--- src/rtl/ex_mem_stage.sv ---
// EX/MEM pipeline register. Tracks multi-cycle mul/div ops, parks a result that
// arrives while MEM is stalled in a one-entry hold buffer, and registers the PC redirect.
module ex_mem_stage #(
  parameter int XLEN     = 32,
  parameter int REG_BITS = 5
) (
  input  logic                clk,
  input  logic                rst_n,
  input  logic                ex_valid,
  input  logic                ex_is_md,
  input  logic                ex_is_branch,
  input  logic                ex_is_jump,
  input  logic [XLEN-1:0]     alu_result,
  input  logic                alu_is_zero,
  input  logic                alu_ready,
  input  logic [XLEN-1:0]     ex_target,
  input  logic [XLEN-1:0]     ex_store_data,
  input  logic [REG_BITS-1:0] ex_rd,
  input  logic                ex_reg_write,
  input  logic                ex_mem_read,
  input  logic                ex_mem_write,
  input  logic                mem_stall,
  input  logic                flush,
  output logic                ex_stall,
  output logic                md_squash,
  output logic                mem_valid,
  output logic [XLEN-1:0]     mem_result,
  output logic [XLEN-1:0]     mem_store_data,
  output logic [REG_BITS-1:0] mem_rd,
  output logic                mem_reg_write,
  output logic                mem_mem_read,
  output logic                mem_mem_write,
  output logic                redirect,
  output logic [XLEN-1:0]     redirect_pc
);

  typedef struct packed {
    logic [XLEN-1:0]     result;
    logic [XLEN-1:0]     store_data;
    logic [REG_BITS-1:0] rd;
    logic                reg_write;
    logic                mem_read;
    logic                mem_write;
  } mem_entry_t;

  localparam logic [1:0] S_IDLE    = 2'd0;
  localparam logic [1:0] S_MD_BUSY = 2'd1;
  localparam logic [1:0] S_MD_HELD = 2'd2;

  logic [1:0]      r_state;
  logic [1:0]      w_state_nxt;
  mem_entry_t      r_mem;
  mem_entry_t      r_hold;
  mem_entry_t      w_ex_entry;
  logic            r_mem_valid;
  logic            r_redirect;
  logic [XLEN-1:0] r_redirect_pc;

  logic w_md_start;
  logic w_md_active;
  logic w_md_done;
  logic w_ex_latch;
  logic w_take_ex;
  logic w_take_hold;
  logic w_park;
  logic w_taken;

  assign w_ex_entry = {alu_result, ex_store_data, ex_rd,
                       ex_reg_write, ex_mem_read, ex_mem_write};

  // An md op is "active" in the cycle it is issued and every BUSY cycle after it,
  // so a ready pulse coinciding with issue completes without an extra state.
  assign w_md_start  = (r_state == S_IDLE) & ex_valid & ex_is_md & ~flush;
  assign w_md_active = w_md_start | ((r_state == S_MD_BUSY) & ~flush);
  assign w_md_done   = w_md_active & alu_ready;
  assign w_ex_latch  = (r_state == S_IDLE) & ex_valid & ~ex_is_md & ~flush;
  assign w_take_ex   = (w_ex_latch | w_md_done) & ~mem_stall;
  assign w_take_hold = (r_state == S_MD_HELD) & ~flush & ~mem_stall;
  assign w_park      = w_md_done & mem_stall;
  assign w_taken     = ex_valid & (ex_is_jump | (ex_is_branch & alu_is_zero));

  assign ex_stall  = rst_n & (mem_stall | (w_md_active & ~alu_ready));
  assign md_squash = rst_n & (r_state == S_MD_HELD);

  always_comb begin
    // NOTE: default assignment first so no path through the case infers a latch.
    w_state_nxt = r_state;
    case (r_state)
      S_IDLE: begin
        if (w_md_start) begin
          if (!alu_ready)    w_state_nxt = S_MD_BUSY;
          else if (mem_stall) w_state_nxt = S_MD_HELD;
        end
      end
      S_MD_BUSY: begin
        if (flush)          w_state_nxt = S_IDLE;
        else if (alu_ready) w_state_nxt = mem_stall ? S_MD_HELD : S_IDLE;
      end
      S_MD_HELD: begin
        if (flush || !mem_stall) w_state_nxt = S_IDLE;
      end
      default: w_state_nxt = S_IDLE;
    endcase
  end

  always_ff @(posedge clk) begin
    if (!rst_n) begin
      // NOTE: non-blocking assignments so every register samples pre-edge values.
      r_state       <= S_IDLE;
      r_mem         <= '0;
      r_hold        <= '0;
      r_mem_valid   <= 1'b0;
      r_redirect    <= 1'b0;
      r_redirect_pc <= '0;
    end else begin
      r_state    <= w_state_nxt;
      r_redirect <= 1'b0;
      if (w_park) r_hold <= w_ex_entry;
      if (w_take_hold) begin
        r_mem       <= r_hold;
        r_mem_valid <= 1'b1;
      end else if (w_take_ex) begin
        r_mem       <= w_ex_entry;
        r_mem_valid <= 1'b1;
        r_redirect  <= w_taken;
        if (ex_is_branch || ex_is_jump) r_redirect_pc <= ex_target;
      end else if (!mem_stall) begin
        // Bubble: data fields are don't-care, so only the qualifiers are cleared.
        r_mem_valid     <= 1'b0;
        r_mem.reg_write <= 1'b0;
        r_mem.mem_read  <= 1'b0;
        r_mem.mem_write <= 1'b0;
      end
    end
  end

  assign mem_valid      = r_mem_valid;
  assign mem_result     = r_mem.result;
  assign mem_store_data = r_mem.store_data;
  assign mem_rd         = r_mem.rd;
  assign mem_reg_write  = r_mem.reg_write;
  assign mem_mem_read   = r_mem.mem_read;
  assign mem_mem_write  = r_mem.mem_write;
  assign redirect       = r_redirect;
  assign redirect_pc    = r_redirect_pc;

endmodule
--- config.mk ---
export PLATFORM = sky130hd
export DESIGN_NAME = ex_mem_stage
export DESIGN_NICKNAME = d
export VERILOG_FILES = /design/src/rtl/ex_mem_stage.sv
export SDC_FILE = /design/constraint.sdc
export NUM_CORES = 1
export LEC_CHECK = 0
export BUFFER_PORTS_ARGS = -buffer_cell sky130_fd_sc_hd__buf_2
export CORE_MARGIN = 3
export CORE_UTILIZATION = 40
export DETAILED_ROUTE_END_ITERATION = 6
export PLACE_DENSITY = 0.74
export SYNTH_ARGS = -nofsm -noshare
export SYNTH_HDL_FRONTEND = slang
export SYNTH_SLANG_ARGS = --single-unit
--- constraint.sdc ---
create_clock -name clk -period 1.65 [get_ports clk]
set_input_delay 0.2475 -clock clk [delete_from_list [all_inputs] [get_ports clk]]
set_output_delay 0.2475 -clock clk [all_outputs]
set_load 0.02 [all_outputs]
==> results of run 1 <==
[worst max-delay path, delay by kind of cell (launching register included)]
| family | cells | cell delay [ns] |
|---|---|---|
| DFF | 1 | 0.32 |
| buffers and inverters | 2 | 0.28 |
| and+or+nand+nor | 4 | 0.47 |
[cells in the mapped netlist, drive strengths merged (2+ instances only)]
cell type | number | area, µm²
inv | 2 | 7.50
nor3 | 3 | 26.3
nor2 | 8 | 30.0
nor3b | 2 | 15.0
a22oi | 69 | 518
buf | 26 | 138
o21ai | 3 | 15.0
a221oi | 3 | 26.3
nand2 | 280 | 1050
or2 | 2 | 12.5
nor4 | 2 | 27.5
o21ba | 2 | 20.0
dfxtp | 180 | 3600
clkbuf | 39 | 146
a21oi | 176 | 881
[final timing paths]
kind	startpoint	end	slack, ns	cells after the start
max	r_state[1]$_SDFFE_PN0P_	ex_stall	-0.09	6
max reg2reg	r_state[1]$_SDFFE_PN0P_	mem_result[16]$_SDFFE_PN0P_	-0.06	8
min reg2reg	mem_store_data[18]$_SDFFE_PN0P_	mem_store_data[18]$_SDFFE_PN0P_	0.45	2
min	ex_target[6]	redirect_pc[6]$_SDFFE_PN0P_	0.05	3
[registers in the layout (all words and copies together) (netlist names)]
| register | cells |
|---|---|
| r_hold | 72 |
| mem_result | 32 |
| mem_store_data | 32 |
| redirect_pc | 32 |
| mem_rd | 5 |
| r_state | 2 |
| mem_mem_read | 1 |
| mem_mem_write | 1 |
| mem_reg_write | 1 |
| mem_valid | 1 |
| redirect | 1 |
[logic make-up (layout without fill, tap and decap cells)]
logic type	Yosys count	in the layout	synth area share, %
compound gates	256	256	22.6
other cells	0	2	0
flops	180	180	54.6
simple gates	301	301	18.3
buf+inv	67	306	4.42
[metrics by stage]
step                      worst slack, ns  instances  cell area (µm²)  util [%]
after floorplan                    0.0484        804             6590         -
after global placement            -0.0258       1204             8040      50.2
after detailed placement          -0.0850       1204             8040      50.2
after CTS                          -0.130       1242             8710      54.4
after global routing               -0.143       1261             9580      59.9
final                             -0.0867       1261             9580      59.9
[cells in the final DEF (no fill, tap or decap), drive strengths merged]
| master | instances |
|---|---|
| a21oi | 176 |
| a221oi | 3 |
| a22oi | 69 |
| a41oi | 1 |
| and4 | 1 |
| buf | 262 |
| bufinv | 1 |
| clkbuf | 29 |
| clkinv | 5 |
| clkinvlp | 3 |
| dfxtp | 180 |
| diode | 2 |
| inv | 6 |
| nand2 | 280 |
| nand4 | 1 |
| nor2 | 8 |
| nor3 | 3 |
| nor3b | 2 |
| nor4 | 2 |
| nor4b | 1 |
| o211ai | 1 |
| o21ai | 3 |
| o21ba | 2 |
| o21bai | 1 |
| or2 | 2 |
| or3 | 1 |
[report_power, final]
group / switching (µW) / internal (µW) / leakage (µW)
clock: 1760 / 2180 / 0.000277
sequential: 53.3 / 4440 / 0.00146
combinational: 534 / 361 / 0.00194
total: 2350 / 6990 / 0.00368
[timing repair]
action,4_1_cts,5_1_grt
cloned,2,14
endpoints found under the setup margin,56,98
pin swaps,5,59
buffers inserted,4,3
gates resized for setup,10,127
[layer usage]
| layer | wire (µm) | vias to the layer above | global-route usage [%] |
|---|---|---|---|
| li1 | - | 3193 | - |
| met1 | 8910 | 3072 | 25.0 |
| met2 | 10100 | 219 | 31.7 |
| met3 | 1440 | 44 | 5.40 |
| met4 | 642 | 4 | 8.09 |
| met5 | 27 | - | 0 |
[final cells by class]
class	count	area, µm²	share of cell area, %
antenna	2	5.00	0.0522
clock buffer	19	453	4.73
clock inverter	13	124	1.29
inverter	2	10.0	0.104
multi-input combinational	557	3200	33.4
sequential	180	3610	37.7
tap	216	270	2.82
timing repair buffer	272	1910	20.0
==> metrics.txt, run 1 <==
routed vias/inst 5.18; number of max-cap violations 0; cts hold-fix bufs 0; failing checks negative setup slack; # DRC 0; CTS clk-pin slew, worst paths around 0.070 ns; Nets 1144; CP arrival 1.49 ns; worst path cell trace or2_4 > buf_6 > nor3_4 > nor2_1 > nor2_1 > buf_4; Std-Cell Rows 46; min-delay worst type input pin to register; ys async rst share 0%; root buf cell clkbuf_16; Tcrit/Tclk final 105%; slowest CP cell dfxtp_2; Layout area overhead 45.3%; GPL Wtd Cong 0.760; WS Path Type register to primary output; initial antenna violation count 4; initial core utilization 41.2%; Iter 0 DRT Violations 239; TritonCTS clock tree built; Max FO, Critical Path 2; layout cells sized above 1 40.7%; EDFF count, synth 0; mean routed wirelength per cell 16.7 µm; Pwr per Cell Area 974 nW/µm²; vias 6532; port buffer count 221; hpwl dp 12.0 mm; post-route ant nets 0; Synth Cell Area about 6600 µm²; post-synth cell types 27; Slew Limit Fails 0; relative slew slack 65.6%; Final TNS setup -1.79 ns; die area between 15000 and 20000 µm²; Syn. warnings 0; max incr delay on CP 0.32 ns; most used cell, CP nor2_1; CTS buffer count 17; Post-Synthesis Mean Instance Area 8.20 µm²; Final Hold Fails 0; total power 9340 µW; io pins 222; CTS Buffer Depth 2; setup violators final 72; skew final 0.0115 ns; largest net degree at the start of global routing 97; Setup WS post-layout -0.0867 ns; synthesized flop and latch total 180; Seq/Total Area, Yosys about 55%; first-pass GRT wire length 28.7 mm; final hold slack 0.0547 ns; final wirelength 21.1 mm; unrepaired setup endpoints after global routing true; Initial DRT Pass Iterations 5; minimum clock period about 1.7 ns; H-tree depth 4; maximum vdd drop 0.000757 V; CP Capture Type primary output; total track usage 19.7%; Die X 134 µm; die height 134 µm; Top FF cell, synth dfxtp_1; FILL cells between 1000 and 1500; leakage power 0.00368 µW; max frequency 576 MHz; Clk Latency, worst-skew pair ~0.43 ns; gr ovfl total 0; crit start category register; slew of the pin with the lowest slew margin approximately 0.52 ns; Worst EP required 1.40 ns; core footprint around 16000 µm²; vias in the first global route 5703; Post-Synthesis Cells 804; Sink Count 180; outcome complete, but fails checks; Syn Nets 918
Note: power is estimated with default switching activity, not from simulation.
==> run 2, diff against run 1 <==
--- a/config.mk
+++ b/config.mk
@@ -13,3 +13,4 @@
 export SYNTH_ARGS = -nofsm -noshare
 export SYNTH_HDL_FRONTEND = slang
 export SYNTH_SLANG_ARGS = --single-unit
+export TNS_END_PERCENT = 20
==> run 2 against run 1 <==
  * The flow still finishes with violations (negative setup slack)
  * Final cell count fell by 1.1%
  * Register-to-register slack improved by 0.03 ns
  * Non-clock buffer count fell by 14
  * Clock skew fell by 0.0024 ns
  * Worst hold slack barely moved
  * Combinational power fell by 9.2%
  * Maximum frequency rose by 0.28%
  * Global-route usage did not move
  * Clock-buffer cell count did not move
  * Die area did not move
  * Utilization fell by 3.7 points
  * Critical path depth did not move
  * Critical path type unchanged
  * Largest cell class unchanged
==> metrics.txt, run 2 (synthesis results as in run 1) <==
CP arrival 1.48 ns (about the same); CP Capture Type primary output; Die X 134 µm (unchanged); most frequent cells in the layout 280 x nand2_1, 219 x buf_2, 178 x dfxtp_1; R2R depth 8 (unchanged); post-route ant nets 0 (unchanged); max frequency 577 MHz (+0.28%); Worst EP required 1.40 ns (about the same); Cells after DPL 1204 (unchanged); skew final 0.00911 ns (-0.00235 ns); io pins 222 (unchanged); Std-Cell Rows 46 (unchanged); hpwl dp 12.0 mm (unchanged); unrepaired setup endpoints after global routing true; setup violators final 16 (-78%); outcome complete, but fails checks; initial core utilization 41.2% (unchanged); Max FO, Critical Path 2 (unchanged); Layout area overhead 36.3%; worst flop-to-flop path endpoint mem_result[5]$_SDFFE_PN0P_; initial antenna violation count 4 (unchanged); routed vias/inst 5.07 (-2.1%); gr ovfl total 0 (unchanged); FILL cells 1493 (+4.0%); Sink Count 180 (unchanged); largest net degree at the start of global routing 97 (unchanged); Initial DRT Pass Iterations 6 (+1); die area 18100 µm² (unchanged); CTS clk-pin slew, worst paths 0.07 ns (about the same); Iter 0 DRT Violations 320 (+34%); vias 6323 (-3.2%); port buffer count 221 (unchanged); maximum vdd drop 0.000721 V (-4.8%); most common cell after layout, fill and taps aside nand2_1; Nets 1130 (-1.2%); first-pass GRT wire length 28.7 mm (unchanged); Finished Layout Cells 1247 (-1.1%); worst r2r src r_state[1]$_SDFFE_PN0P_; Worst R2R Setup Slack -0.03 ns (+0.03 ns); Final Hold Fails 0 (unchanged); # DRC 0 (unchanged); H-tree depth 4 (unchanged); leakage power 0.00354 µW (-3.9%); worst hold path stage count 3 (unchanged); layout cells sized above 1 32.9% (-7.8 points); Largest Register r_hold; minimum clock period 1.73 ns (-0.00490 ns); cts hold-fix bufs 0 (unchanged); final instance area 8990 µm² (-6.2%); hold path start ex_target[6]; failing checks negative setup slack; min-delay worst type input pin to register; total track usage 19.7% (unchanged); vias in the first global route 5703 (unchanged); die height 134 µm (unchanged); relative slew slack 67.7% (+2.1 points); dpl cell area 8040 µm² (unchanged); crit start category register; number of max-cap violations 0 (unchanged); Tcrit/Tclk final 105% (-0.30 points); Largest register FFs 72 (unchanged); CTS Buffer Depth 2 (unchanged); Pwr per Cell Area 1030 nW/µm² (+5.5%); core footprint 16000 µm² (unchanged); Slew Limit Fails 0 (unchanged); slew of the pin with the lowest slew margin 0.484 ns (-0.0321 ns); final hold slack 0.0545 ns (-0.000142 ns); final wirelength 19.0 mm (-9.9%); CTS buffer count 17 (unchanged); TritonCTS clock tree built; Final TNS setup -0.271 ns (+1.52 ns); root buf cell clkbuf_16; Hold Path Sink redirect_pc[6]$_SDFFE_PN0P_; WS Path Type register to primary output; Setup WS post-layout -0.0818 ns (+0.00490 ns); Clk Latency, worst-skew pair 0.42 ns (about the same); GPL Wtd Cong 0.760 (unchanged); mean routed wirelength per cell 15.2 µm (-8.9%)
run 2: cell count changes in the layout (fill, tap and decap cells not counted), sizes merged:
| cell | change |
|---|---|
| buf | -7 |
| clkbuf | -7 |
run 2: per-layer routing:
metal	global-route usage (%)	wire length (µm)	vias up	part of all wire [%]
met5	0	27	-	0.14
met4	8.09	500	4	2.6
met3	5.40	1260	36	6.6
met2	31.7	8990	219	47
met1	25.0	8220	2911	43
li1	-	-	3153	-
run 2: timing repair:
item	CTS	global route
setup endpoints to repair	56	98
setup buffers	4	0
pin swaps	5	18
cloned	2	3
endpoints found under the hold margin	0	0
gates resized for setup	10	46
run 2: how the worst max path moves through the flow:
stage / from / end / slack (ns) / cells after the start
finish: r_state[1]$_SDFFE_PN0P_ / ex_stall / -0.08 / 6
detailed placement: flush / mem_result[5]$_SDFFE_PN0P_ / -0.09 / 7
global route: r_state[1]$_SDFFE_PN0P_ / ex_stall / -0.14 / 6
CTS: r_state[1]$_SDFFE_PN0P_ / ex_stall / -0.13 / 6
floorplan: r_state[1]$_SDFFE_PN0P_ / r_hold[62]$_SDFFE_PN0P_ / 0.05 / 7
global placement: flush / mem_result[27]$_SDFFE_PN0P_ / -0.03 / 7
run 2: critical path, stage by stage, from the launching register on:
cell and delay [ns]:
dfxtp_2 0.32, or2_4 0.23, buf_6 0.12, nor3_4 0.10
nor2_1 0.05, nor2_1 0.09, buf_4 0.16
run 2: area by class of cell:
class                      instances  area, µm²  share of cell area, %
antenna                            2       5.00                 0.0557
clock buffer                      19        453                   5.04
clock inverter                    13        124                   1.38
inverter                           2       10.0                  0.111
multi-input combinational        557       2890                   32.1
sequential                       180       3610                   40.2
tap                              216        270                   3.01
timing repair buffer             258       1630                   18.1
run 2: power by group:
| group | switching (µW) | total (µW) | internal, µW |
|---|---|---|---|
| Combinational | 490 | 813 | 323 |
| Clock | 1750 | 3930 | 2180 |
| Sequential | 50.4 | 4490 | 4440 |
run 2: stage by stage:
step / total power (µW) / util (%) / worst slack, ns
after floorplan: 4970 / - / 0.0484
after global placement: 5330 / 50.2 / -0.0258
after detailed placement: 5330 / 50.2 / -0.0850
after CTS: 9280 / 54.4 / -0.130
after global routing: 9600 / 56.2 / -0.140
final: 9240 / 56.2 / -0.0818
==> run 3, diff against run 2 <==
--- a/config.mk
+++ b/config.mk
@@ -10,7 +10,7 @@
 export CORE_UTILIZATION = 40
 export DETAILED_ROUTE_END_ITERATION = 6
 export PLACE_DENSITY = 0.74
+export SETUP_SLACK_MARGIN = 0.3
 export SYNTH_ARGS = -nofsm -noshare
 export SYNTH_HDL_FRONTEND = slang
 export SYNTH_SLANG_ARGS = --single-unit
-export TNS_END_PERCENT = 20
==> run 3 against run 2 <==
  * The flow still finishes with violations (negative setup slack)
  * Sequential power is essentially flat
  * Worst setup slack lost 0.058 ns
  * Design area grew 25%
  * Total power grew 6.4%
  * Clock-buffer cell count is the same
  * Global-route usage grew 1.8 points
  * Critical endpoint is now mem_store_data[23]$_SDFFE_PN0P_
  * Largest power group unchanged
==> metrics.txt, run 3 (synthesis results as in run 1) <==
Slew Limit Fails 0 (unchanged); io pins 222 (unchanged); Largest Register r_hold; total power 9830 µW (+6.4%); FILL cells 1172 (-22%); failing checks negative setup slack; setup violators final 135 (+119); crit start category register; CTS clk-pin slew, worst paths 0.07 ns (about the same); Final Hold Fails 0 (unchanged); max incr delay on CP 0.35 ns (+0.03 ns); minimum clock period 1.79 ns (+0.0577 ns); pre-CTS setup slack 0.0195 ns (+0.105 ns); CP Capture Type register; TritonCTS clock tree built; most frequent cells in the layout 219 x buf_2, 186 x nand2_1, 178 x dfxtp_1; unrepaired setup endpoints after global routing true; hpwl dp 12.3 mm (+2.2%); min-delay worst type input pin to register; die height 134 µm (unchanged); largest net degree at the start of global routing 76 (-22%); relative slew slack 48.7% (-19 points); gr ovfl total 0 (unchanged); Setup WS post-layout -0.140 ns (-0.0577 ns); maximum vdd drop 0.000684 V (-5.2%); WS Path Type register to register; CP Buf/Inv Count 5 (+3); # DRC 0 (unchanged); die area 18100 µm² (unchanged); skew final 0.00728 ns (-0.00183 ns); Clk Latency, worst-skew pair 0.42 ns (about the same); worst path cell trace buf_6 > buf_6 > nor4b_4 > buf_4 > a41oi_4 > clkbuf_16 > clkbuf_16 > nand2_1 > a21oi_1; Die X 134 µm (unchanged); routed vias/inst 5.43 (+7.1%); Largest register FFs 72 (unchanged); leakage power 0.00461 µW (+30%); Std-Cell Rows 46 (unchanged); outcome complete, but fails checks; Sink Count 180 (unchanged); initial core utilization 41.2% (unchanged); mean routed wirelength per cell 19.3 µm (+27%); vias in the first global route 5959 (+4.5%); core footprint 16000 µm² (unchanged); final instance area 11300 µm² (+25%); slew of the pin with the lowest slew margin 0.770 ns (+0.286 ns); Top delay family on crit path buffers and inverters; Initial DRT Pass Iterations 5 (-1); CTS Buffer Depth 2 (unchanged); Worst EP required 1.93 ns (+0.53 ns); vias 7138 (+13%); H-tree depth 4 (unchanged); number of max-cap violations 0 (unchanged); Pwr per Cell Area 873 nW/µm² (-15%); slowest CP cell dfxtp_4; Max FO, Critical Path 4 (+2); most common cell after layout, fill and taps aside buf_2; CP arrival 2.07 ns (+0.59 ns); max frequency 559 MHz (-3.2%); post-route ant nets 0 (unchanged); GPL Wtd Cong 0.795 (+4.7%); initial antenna violation count 5 (+1); CTS buffer count 17 (unchanged); dpl cell area 8150 µm² (+1.4%); root buf cell clkbuf_16; total track usage 21.5% (+1.8 points); final wirelength 25.4 mm (+34%); Nets 1197 (+5.9%); Tcrit/Tclk final 108% (+3.5 points); port buffer count 221 (unchanged); layout cells sized above 1 54.6% (+22 points); first-pass GRT wire length 30.9 mm (+7.9%); Layout area overhead 70.6%; Iter 0 DRT Violations 358 (+12%)
==> run 3: changes by cell type in the layout (fill, tap and decap cells not counted), moves of 3 or more <==
cell | before | now
a21oi_1 | 158 | 92
a21oi_2 | 18 | 84
a22oi_1 | 51 | 21
a22oi_2 | 18 | 48
buf_12 | 12 | 23
buf_16 | 1 | 15
buf_4 | 18 | 21
buf_6 | 5 | 18
buf_8 | 0 | 10
clkbuf_16 | 20 | 36
nand2_1 | 280 | 186
nand2_2 | 0 | 42
nand2_4 | 0 | 52
==> run 3: path summary, 6_finish.rpt <==
path	end	startpoint	slack, ns	cells after the start
min reg2reg	mem_result[17]$_SDFFE_PN0P_	mem_result[17]$_SDFFE_PN0P_	0.45	2
max reg2reg	mem_store_data[23]$_SDFFE_PN0P_	r_state[0]$_SDFFE_PN0P_	-0.14	9
min	redirect_pc[26]$_SDFFE_PN0P_	ex_target[26]	0.06	3
max	mem_store_data[23]$_SDFFE_PN0P_	r_state[0]$_SDFFE_PN0P_	-0.14	9
==> run 3: layout make-up <==
| type | instances | area [µm²] | area share, % |
|---|---|---|---|
| multi-input cells | 557 | 3800 | 33.8 |
| well taps | 216 | 270 | 2.40 |
| clock buffers | 19 | 453 | 4.03 |
| repair buffers | 325 | 2960 | 26.3 |
| flip-flops and latches | 180 | 3610 | 32.1 |
| clock inverters | 13 | 145 | 1.29 |
| inverters | 2 | 10.0 | 0.0890 |
| diodes | 2 | 5.00 | 0.0445 |
==> run 3: routing by layer <==
metal  track usage, %  part of all wire (%)
met4             7.35                   2.7
met1             27.2                    40
met5                0                  0.19
met2             34.9                    49
met3             6.71                   8.1
==> run 3: stage by stage <==
step,std cells,hold slack (ns),setup TNS (ns),util (%)
after global routing,1314,0.0626,-18.06,70.3
after floorplan,804,0.326,0,-
final,1314,0.0619,-10.67,70.3
after global placement,1210,0.436,0,50.9
after detailed placement,1210,0.443,0,50.9
after CTS,1269,0.0436,-7.44,58.5
==> run 3: tightest hold or removal path, delay by kind of cell <==
family	cells	cell delay, ns
buf+inv	1	0.10
simple gates	1	0.05
compound gates	1	0.04
==> run 3: power breakdown <==
| part | total, µW | switching (µW) | internal, µW |
|---|---|---|---|
| Sequential | 4510 | 61.6 | 4440 |
| Clock | 4140 | 1800 | 2330 |
| Combinational | 1180 | 667 | 518 |
| Total | 9830 | 2530 | 7300 |
==> run 3: timing repair <==
item | in CTS | in global routing
hold buffers | 0 | 0
gates cloned | 12 | 25
endpoints found under the setup margin | 180 | 180
resized for setup | 36 | 305
setup buffers | 15 | 18
pin swaps | 23 | 189
